### config.mk
export PLATFORM = sky130hd
export DESIGN_NAME = spi_xfer_ctrl
export DESIGN_NICKNAME = d
export VERILOG_FILES = /design/src/rtl/spi_xfer_ctrl.sv
export SDC_FILE = /design/constraint.sdc
export NUM_CORES = 1
export LEC_CHECK = 0
export CORE_ASPECT_RATIO = 0.5
export CORE_MARGIN = 2
export CORE_UTILIZATION = 52
export CTS_CLUSTER_DIAMETER = 80
export CTS_CLUSTER_SIZE = 16
export DETAILED_ROUTE_END_ITERATION = 12
export GPL_ROUTABILITY_DRIVEN = 0
export PLACE_DENSITY = 0.95
export SYNTH_ARGS = -nofsm -noshare
export SYNTH_HDL_FRONTEND = slang
export SYNTH_SLANG_ARGS = --single-unit
### constraint.sdc
create_clock -name clk_in -period 4.2 [get_ports clk_in]
set_input_delay 0.63 -clock clk_in [delete_from_list [all_inputs] [get_ports clk_in]]
set_output_delay 0.63 -clock clk_in [all_outputs]
set_load 0.05 [all_outputs]
### src/rtl/spi_xfer_ctrl.sv
// SPI transfer sequencer: frames one command with slave select, a setup/hold gap
// and an SCLK count taken from the clock generator's neg_edge pulses.
module spi_xfer_ctrl #(
  parameter int LEN_W = 7,
  parameter int DIV_W = 16,
  parameter int SS_NB = 8,
  parameter int GAP_W = 4
) (
  input  logic             clk_in,
  input  logic             rst_n,
  input  logic             start,
  input  logic             abort,
  input  logic [LEN_W-1:0] char_len,
  input  logic [DIV_W-1:0] div_in,
  input  logic [SS_NB-1:0] ss_sel,
  input  logic             ass,
  input  logic [GAP_W-1:0] gap,
  input  logic             pos_edge,
  input  logic             neg_edge,
  output logic             go,
  output logic             enable,
  output logic             last_clk,
  output logic [DIV_W-1:0] divider,
  output logic [LEN_W:0]   bit_cnt,
  output logic [SS_NB-1:0] ss_pad_o,
  output logic             busy,
  output logic             done,
  output logic             aborted
);

  typedef enum logic [1:0] {IDLE, SETUP, RUN, HOLD} state_t;

  localparam logic [LEN_W:0]   FULL_LEN = {1'b1, {LEN_W{1'b0}}};
  localparam logic [LEN_W:0]   CNT_ONE  = (LEN_W+1)'(1);
  localparam logic [LEN_W:0]   CNT_TWO  = (LEN_W+1)'(2);
  localparam logic [GAP_W-1:0] GAP_ONE  = GAP_W'(1);

  state_t           state;
  logic [SS_NB-1:0] ss_lat;
  logic [GAP_W-1:0] gap_lat;
  logic [GAP_W-1:0] gap_cnt;
  logic [SS_NB-1:0] ss_idle;
  logic [SS_NB-1:0] ss_act;

  // With manual select the pads follow ss_sel in every state.
  assign ss_idle = ass ? '1 : ~ss_sel;
  assign ss_act  = ass ? ~ss_lat : ~ss_sel;

  always_ff @(posedge clk_in or negedge rst_n) begin
    if (!rst_n) begin
      state    <= IDLE;
      go       <= 1'b0;
      enable   <= 1'b0;
      last_clk <= 1'b0;
      divider  <= '1;
      bit_cnt  <= '0;
      ss_pad_o <= '1;
      busy     <= 1'b0;
      done     <= 1'b0;
      aborted  <= 1'b0;
      ss_lat   <= '0;
      gap_lat  <= '0;
      gap_cnt  <= '0;
    end else begin
      go      <= 1'b0;
      done    <= 1'b0;
      aborted <= 1'b0;
      if (state != IDLE && abort) begin
        state    <= IDLE;
        enable   <= 1'b0;
        last_clk <= 1'b0;
        bit_cnt  <= '0;
        busy     <= 1'b0;
        aborted  <= 1'b1;
        ss_pad_o <= ss_idle;
      end else begin
        unique case (state)
          IDLE: begin
            if (start) begin
              state    <= SETUP;
              busy     <= 1'b1;
              bit_cnt  <= (char_len == '0) ? FULL_LEN : {1'b0, char_len};
              divider  <= div_in;
              ss_lat   <= ss_sel;
              gap_lat  <= gap;
              gap_cnt  <= gap;
              ss_pad_o <= ~ss_sel;
            end else begin
              ss_pad_o <= ss_idle;
            end
          end
          SETUP: begin
            ss_pad_o <= ss_act;
            if (gap_cnt == '0) begin
              state    <= RUN;
              go       <= 1'b1;
              enable   <= 1'b1;
              last_clk <= (bit_cnt == CNT_ONE);
            end else begin
              gap_cnt <= gap_cnt - GAP_ONE;
            end
          end
          RUN: begin
            ss_pad_o <= ss_act;
            if (neg_edge) begin
              if (bit_cnt == CNT_ONE) begin
                state    <= HOLD;
                bit_cnt  <= '0;
                enable   <= 1'b0;
                last_clk <= 1'b0;
                gap_cnt  <= gap_lat;
              end else begin
                bit_cnt  <= bit_cnt - CNT_ONE;
                last_clk <= (bit_cnt == CNT_TWO);
              end
            end
          end
          HOLD: begin
            if (gap_cnt == '0) begin
              state    <= IDLE;
              busy     <= 1'b0;
              done     <= 1'b1;
              ss_pad_o <= ss_idle;
            end else begin
              gap_cnt  <= gap_cnt - GAP_ONE;
              ss_pad_o <= ss_act;
            end
          end
          default: state <= IDLE;
        endcase
      end
    end
  end

  // SCLK rises and falls are separate events; both in one cycle means a broken generator.
  assert property (@(posedge clk_in) disable iff (!rst_n) !(pos_edge && neg_edge));

endmodule
After elaboration in Yosys (flattened, before gate mapping) --
Cells that the tools add are included.
Storage, ports and cells: flip-flop bits (word level) 56, logic and storage cells 93, input port bits 42, output and inout bits 38
Operators by class: bitwise logic cells 3, add/sub/neg operators 2, equality and inequality tests 14, multiplexer cells 44, reductions and logical operators 17
Operators with widths (number):
- 8-bit two-way mux | 10
- 8-bit case mux with 3 select lines | 1
- 1-bit two-way mux | 17
- 4-bit two-way mux | 4
- 8-bit NOT | 2
- 8-bit case mux with 2 select lines | 1
- 3-bit != test (second input constant) | 5
- 2-bit two-way mux | 6
- 4-bit case mux with 3 select lines | 1
- 3-bit AND reduction | 4
- 5-bit AND reduction | 2
- 3-bit nonzero test | 3
- 8-bit by 1-bit == test with 1-bit output (second input constant) | 1
- 8-bit by 2-bit == test with 1-bit output (second input constant) | 1
- 2-bit != test (second input constant) | 4
- 2-bit case mux with 4 select lines | 1
- 8-bit by 1-bit subtractor with 8-bit output (second input constant) | 1
- 7-bit logical NOT | 1
- 1-bit case mux with 2 select lines | 3
- 2-bit == test (second input constant) | 2
- 4-bit logical NOT | 1
- 4-bit AND reduction | 1
- 2-bit OR reduction | 2
- 4-bit by 1-bit subtractor with 4-bit output (second input constant) | 1
- other kinds (5) | 5

Depth between registers and ports, before layout --
Gate-level depths: netlist of run 1.
depth in word-level cells 5, depth in mapped cells 8, mapped depth without buffers 8

Least setup slack after synthesis of run 1 --
No wires, ideal clock.
path type register to register, start point register bit_cnt[0], end point register bit_cnt[7], path buffers 0, slack 1944 ps, period minus slack after synthesis 2256 ps, stages on the path, launching flop included 5, library setup time 124 ps, data arrival time 2132 ps, required time 4076 ps, path through dfrtp_1 > or4_4 > or4_4 > a41o_1 > a211o_1
Between the ends: cells in the longest elaborated chain, start to end 5, elaborated cells between the ends (all ways) 6, those cells by class add/sub (1); eq/ne (1); mux (4)
Ends and longest elaborated chain:
- from (decl) | line 24 | output logic [LEN_W:0] bit_cnt,
- from (signal assigned) | line 82 | bit_cnt <= (char_len == '0) ? FULL_LEN : {1'b0, char_len};
- from (signal assigned) | line 113 | bit_cnt <= bit_cnt - CNT_ONE;
- 8-bit by 1-bit subtractor with 8-bit output / 8-bit by 1-bit == test with 1-bit output (equally long branches) | line 113, 106
- 8-bit two-way mux * | line 106 | if (bit_cnt == CNT_ONE) begin
- 8-bit two-way mux * | line 105 | if (neg_edge) begin
- 8-bit case mux with 2 select lines * | line 77 | unique case (state)
- 8-bit two-way mux * | line 68 | if (state != IDLE && abort) begin
Every way passes the cells marked *; elsewhere a longest branch is shown, timed or not. The select of a mux whose other input is x is not followed. A chain may end at the register's enable or synchronous reset.

Worst setup path after layout of run 1 --
start point register state[0], end point register gap_cnt[2]
Between the ends: cells in the longest elaborated chain, start to end 4, elaborated cells between the ends (all ways) 14, those cells by class eq/ne (7); mux (1); bitwise (1); reduce/logical (5)
Ends and longest elaborated chain:
- from (decl) | line 38 | state_t state;
- from (signal assigned) | line 51 | state <= IDLE;
- from (signal assigned) | line 69 | state <= IDLE;
- from (signal assigned) | line 80 | state <= SETUP;
- 2-bit == test (tied with other cells) | line 77
- 2-bit OR reduction (no source line) / 1-bit logical AND (equally long branches)
- 2-bit != test (no source line) / 1-bit NOT (equally long branches)
- 5-bit AND reduction (no source line)
- to (signal assigned) | line 86 | gap_cnt <= gap;
- to (signal assigned) | line 100 | gap_cnt <= gap_cnt - GAP_ONE;
- to (signal assigned) | line 111 | gap_cnt <= gap_lat;
- to (decl) | line 41 | logic [GAP_W-1:0] gap_cnt;
Several ways; a longest one is shown, not always the timed one.

==> results of run 1 <==
## per-stage QoR
step                      std cells  hold WS (ps)  utilization (%)
after floorplan                 258           334                -
after global placement          398           494             68.3
after detailed placement        398           500             68.3
after CTS                       406           470             69.9
after global routing            406           508             69.9
final                           406           458             69.9
## critical path: stages (launching register included)
cell and delay (ps):
dfrtp_1 430, inv_1 110, ha_1 710, nand2_1 610
o21ai_0 280, o2111a_1 340, mux2_1 340
## sequential cells by signal, summed over array words and instances, names as in the netlist
register / flops
aborted: 1
gap_cnt: 4
state: 2
divider: 16
busy: 1
ss_lat: 8
go: 1
last_clk: 1
done: 1
ss_pad_o: 8
bit_cnt: 8
enable: 1
gap_lat: 4
## worst min path at each step
stage          slack, ps  startpoint         end
2_1_floorplan        330       rst_n     aborted
3_3_place_gp         490  gap_lat[1]  gap_lat[1]
3_5_place_dp         500  gap_lat[3]  gap_lat[3]
4_1_cts              470       rst_n   ss_lat[0]
5_1_grt              510       rst_n  gap_lat[1]
6_report             460       rst_n   ss_lat[1]
## power by group through the flow
stage	Sequential [µW]	Combinational, µW	Clock, µW
after floorplan	1630	847	0
after global placement	1030	1910	0
after detailed placement	1060	1980	0
after CTS	1050	2000	298
after global routing	1080	2120	328
final	1050	2010	298
## kinds of logic after synthesis
| group | share of synthesized area, % |
|---|---|
| AO/OA/AOI/OAI | 18.8 |
| flip-flops | 49.2 |
| AND/OR/NAND/NOR | 10.5 |
| multiplexers | 12.6 |
| buffers and inverters | 3.79 |
| adder cells (fa/ha/maj) | 3.87 |
| XOR/XNOR | 1.20 |
## cell usage in the layout (no fill, tap or decap), drive strengths merged, types with 5 or more instances in the layout
cell / n
clkdlybuf4s50: 77
dfrtp: 32
mux2: 29
dfstp: 24
a21oi: 22
nand2: 17
o21ai: 13
inv: 12
ha: 9
o22a: 8
clkbuf: 7
nor2: 6
nor4: 5
## cell type report
class	instances	area, µm²	area share (%)
Multi-Input combinational cell	178	1370	36.0
Tap cell	73	91.3	2.40
Inverter	12	45.0	1.18
Clock buffer	7	76.3	2.01
Sequential cell	56	1430	37.6
Timing Repair Buffer	79	783	20.6
Clock inverter	1	8.76	0.230
## per-layer routing
layer	wire length, µm	track usage [%]	share of wire [%]
met1	2980	31.7	41
met2	3800	41.7	52
met3	407	4.41	5.6
met4	131	9.40	1.8
met5	0	0	0
==> summary.txt, run 1 <==
Finish
  • Layout cells sized above 1: about a fifth
  • Ant diodes: 0
  • Total Nets Final: approximately 380
  • Area added between synthesis and finish: 30.8%
  • Finished Cell Area: approximately 3800 µm²
  • Fillers: about 370

Global routing
  • Initial antenna violation count: 0
  • Total GRT Usage: between 20 and 25%
  • First-pass GRT wire length: 11,800 µm
  • Number of global-route vias before repair: around 2,500
  • Largest net degree at the start of global routing: 57
  • Remaining global-route overflow: 0

Setup path
  • Crit end category: flop
  • Worst Reg2Reg Path Length in Cells: 6
  • R2r endpoint: gap_cnt[2]
  • CP Launch Type: flop
  • Crit path capture: gap_cnt[2]
  • Maximum fanout along the worst path: 22
  • Critical path arrival: approximately 3100 ps
  • Critical path class: flop to flop
  • R2r setup slk: approximately 1300 ps
  • CP startpoint: state[0]
  • Worst Path Required: 4400 ps
  • Worst r2r src: state[0]

Synth
  • Ys async rst share: between 90% and 100%
  • Yosys warns: 0
  • Mapped Nets: 309
  • Post-synth top area cell: dfrtp_1
  • Post-synthesis sequential area ratio: between 40 and 50%
  • Most common cell in the netlist: dfrtp_1
  • Post-Synthesis Cells: 258
  • Yosys cell types: 56
  • Top cells by area, synth: dfrtp_1 (28%), dfstp_2 (22%), mux2_2 (11%)
  • Synth Register Bits: between 50 and 60
  • Synth Flop Type: dfrtp_1
  • Avg Cell Area, Syn: between 10 and 15 µm²
  • Yosys top cell area share: around 28%
  • Commonest cells in the netlist: dfrtp_1 (32), mux2_2 (28), dfstp_2 (24), a21oi_1 (22), nand2_1 (17)
  • EDFF count, synth: 0
  • Mapped Area: 2910 µm²

STA
  • Max_slew headroom: 24.2%
  • Final Cycle Share: 70.0%
  • RSZ-0062 raised after global routing: no
  • Final hold viol count: 0
  • Final setup viols: 0
  • Setup TNS Final: 0 ps
  • Tmin final: 2940 ps
  • Fin. max-slew vios: 0
  • Final WS setup: between 1000 and 1500 ps
  • Max Clock Freq: approximately 340 MHz
  • Skew final: roughly 7.5 ps
  • Slew @ Worst Pin: between 1000 and 1500 ps

Placement
  • IO buf count: 78
  • Pre-CTS setup slack: roughly 1300 ps
  • DP HPWL: 5220 µm
  • Area after DPL: around 3700 µm²

Floorplan
  • Chip Width: ~110 µm
  • IO Pins: 80
  • Initial Util: between 50% and 60%
  • Core area: approximately 5400 µm²
  • DIE AREA: about 6200 µm²
  • Die height: 56.9 µm
  • Site Rows: 19

CTS
  • CTS sink count: 56
  • Clock Path Buffers: 2
  • CTS Hold Bufs: 0
  • CTS Root Cell: clkbuf_8
  • Post-CTS setup buffers: 0
  • CTS tree: yes
  • Number of buffers created by CTS: 5
  • H-tree depth: 2
  • Clk Latency, worst-skew pair: slightly above 300 ps
  • Reg clk slew, reported paths: ~100 ps
  • Post-CTS Resized: 0

Power and ir drop
  • Overall power: around 3400 µW
  • P per Cell Area: between 800 and 900 nW/µm²
  • Clock power share: 8.9%
  • Sw frac: about 48%
  • Combinational share of power: between 50% and 60%
  • Register share of total power: a little under a third
  • Pint: roughly 1800 µW
  • NetSw: roughly 1600 µW
  • Lkg Pwr: about 0.0016 µW
  • VDD IR max: about 0.47 mV

Status
  • Outcome: completed

Worst hold path
  • Worst Hold Class: input pin to asynchronous set/reset pin

Route
  • Post-route ant nets: 0
  • Final wirelength: approximately 7300 µm
  • DRC viols: 0
  • TritonRoute pass-1 iters: 5
  • Vias post-DR: around 2,500
  • Drt via density: 6.04
  • WL per Instance: roughly 18 µm
  • Initial drt markers: roughly 220

Flow run
  • Number of max-cap violations: 0
Note: power is estimated with default switching activity, not from simulation.
==> run 2, diff against run 1 <==
Settings changed: CORE_UTILIZATION 52 to 48, PLACE_DENSITY 0.95 to 0.89.
Clock period 4.2 ns to 2.9 ns, I/O delays scaled along.
==> summary.txt, run 2 (synthesis results as in run 1) <==
Finish
  • Multi-input logic area: 1370 µm² (unchanged)
  • Fillers: 415 (+11%)
  • Layout cells sized above 1: 23.0% (+2.0 points)
  • Sequential cell area: 1430 µm² (unchanged)
  • Total Nets Final: 389 (+1.6%)
  • Commonest cells after routing, fill and taps aside: clkdlybuf4s50_1 (77), dfrtp_1 (32), mux2_2 (28)
  • Ant diodes: 0 (unchanged)
  • Post-layout util: 69.2% (-0.65 points)
  • Final Non-Filler Cells: 412 (+1.5%)
  • Most common cell after layout, fill and taps aside: clkdlybuf4s50_1
  • Finished Cell Area: 3920 µm² (+3.0%)
  • Area added between synthesis and finish: 34.6%
  • Max reg flops: 16 (unchanged)
  • Top reg by flops: divider

Global routing
  • Number of global-route vias before repair: 2,490 (-1.6%)
  • Largest net degree at the start of global routing: 46 (-19%)
  • Initial antenna violation count: 0 (unchanged)
  • First-pass GRT wire length: 11,800 µm (-0.18%)
  • Total GRT Usage: 22.2% (-2.5 points)
  • Remaining global-route overflow: 0 (unchanged)

Power and ir drop
  • VDD IR max: 0.567 mV (+21%)
  • P per Cell Area: 1300 nW/µm² (+47%)
  • Lkg Pwr: 0.00162 µW (+4.1%)

Setup path
  • Critical path arrival: 2470 ps (-670 ps)
  • Crit end category: flop
  • Worst Path Required: 3070 ps (-1330 ps)
  • Critical path class: flop to flop
  • CP Cell Sequence: inv_1, ha_1, nand2_1, o21ai_0, o2111a_1, mux2_1
  • Maximum fanout along the worst path: 13 (-41%)
  • Slowest library cell on the worst path: ha_1
  • Critical path's largest stage delay: 470 ps (-240 ps)
  • CP Launch Type: flop

STA
  • Final hold viol count: 0 (unchanged)
  • Max_slew headroom: 28.0% (+3.8 points)
  • Fin. max-slew vios: 0 (unchanged)
  • Final setup viols: 0 (unchanged)
  • Slew @ Worst Pin: 1070 ps (-56.4 ps)
  • Skew final: 3.02 ps (-4.45 ps)
  • Tmin final: 2300 ps (-643 ps)
  • Final Cycle Share: 79.3% (+9.2 points)
  • Max Clock Freq: 435 MHz (+28%)
  • Setup TNS Final: 0 ps (unchanged)
  • RSZ-0062 raised after global routing: no

CTS
  • H-tree depth: 2 (unchanged)
  • Number of buffers created by CTS: 5 (unchanged)
  • CTS Root Cell: clkbuf_16
  • CTS tree: yes
  • CTS sink count: 56 (unchanged)
  • CTS Hold Bufs: 0 (unchanged)
  • Reg clk slew, reported paths: 70 ps (-30 ps)
  • Clk Latency, worst-skew pair: 290 ps (-20 ps)
  • Post-CTS setup buffers: 0 (unchanged)
  • Post-CTS Resized: 0 (unchanged)
  • Clock Path Buffers: 2 (unchanged)

Route
  • Final wirelength: 7240 µm (-1.0%)
  • Drt via density: 5.97 (-1.2%)
  • Initial drt markers: 149 (-31%)
  • WL per Instance: 17.6 µm (-2.5%)
  • DRC viols: 0 (unchanged)
  • TritonRoute pass-1 iters: 5 (unchanged)
  • Vias post-DR: 2,461 (+0.29%)
  • Post-route ant nets: 0 (unchanged)

Placement
  • Cells after DPL: 404 (+1.5%)
  • IO buf count: 78 (unchanged)
  • Area after DPL: 3760 µm² (+1.2%)
  • DP HPWL: 5060 µm (-3.0%)

Floorplan
  • IO Pins: 80 (unchanged)
  • DIE AREA: 6740 µm² (+7.9%)
  • Core area: 5660 µm² (+3.9%)
  • Chip Width: 114 µm (+3.9%)
  • Die height: 59.1 µm (+3.8%)
  • Initial Util: 51.4% (-2.0 points)
  • Site Rows: 19 (unchanged)

Flow run
  • Number of max-cap violations: 0 (unchanged)

Status
  • Outcome: completed

Worst hold path
  • Worst Hold Class: input pin to asynchronous set/reset pin
-- run 2: cell count changes in the layout (fill, tap and decap cells not counted), sizes merged --
cell	previous run	this run
inv	12	13
buf	2	8
clkbuf	7	6
-- run 2: per-layer routing --
metal | GRT usage [%] | part of all wire (%)
met2 | 39.4 | 49
met3 | 3.99 | 6.2
met1 | 28.7 | 43
met4 | 6.27 | 1.7
met5 | 0 | 0
-- run 2: worst max-delay path, delay by kind of cell, from the launching register on --
family | cells | cell delay, ps
buf+inv | 1 | 130
compound gates | 2 | 520
flops | 1 | 430
simple gates | 1 | 270
fa+ha+maj | 1 | 470
mux | 1 | 350
-- run 2: final timing paths --
kind / end / from / depth (start not counted) / slack, ps
setup / recovery: gap_cnt[2] / state[0] / 6 / 600
hold / removal: gap_lat[1] / rst_n / 1 / 300
setup reg to reg: gap_cnt[2] / state[0] / 6 / 600
hold reg to reg: gap_lat[0] / gap_lat[0] / 1 / 520
max in group asynchronous: divider[13] / rst_n / 2 / 1830
min in group clk_in: gap_lat[0] / gap_lat[0] / 1 / 520
-- run 2: layout make-up --
type / instances / area share [%]
timing repair buffer: 85 / 21.2
tap: 73 / 2.33
multi-input combinational: 178 / 34.9
clock buffer: 6 / 3.55
inverter: 12 / 1.15
sequential: 56 / 36.5
clock inverter: 2 / 0.351
-- run 2: report_power, final --
part,internal [µW],switching (µW),total [µW]
logic,1140,1780,2920
registers,1270,267,1530
clock network,346,277,623
total,2750,2330,5080
-- run 2: stage by stage --
stage	setup slack, ps	hold WS [ps]	power [µW]
after floorplan	644	139	3580
after global placement	573	497	4310
after detailed placement	497	501	4420
after CTS	641	335	5070
after global routing	472	387	5330
final	601	305	5080
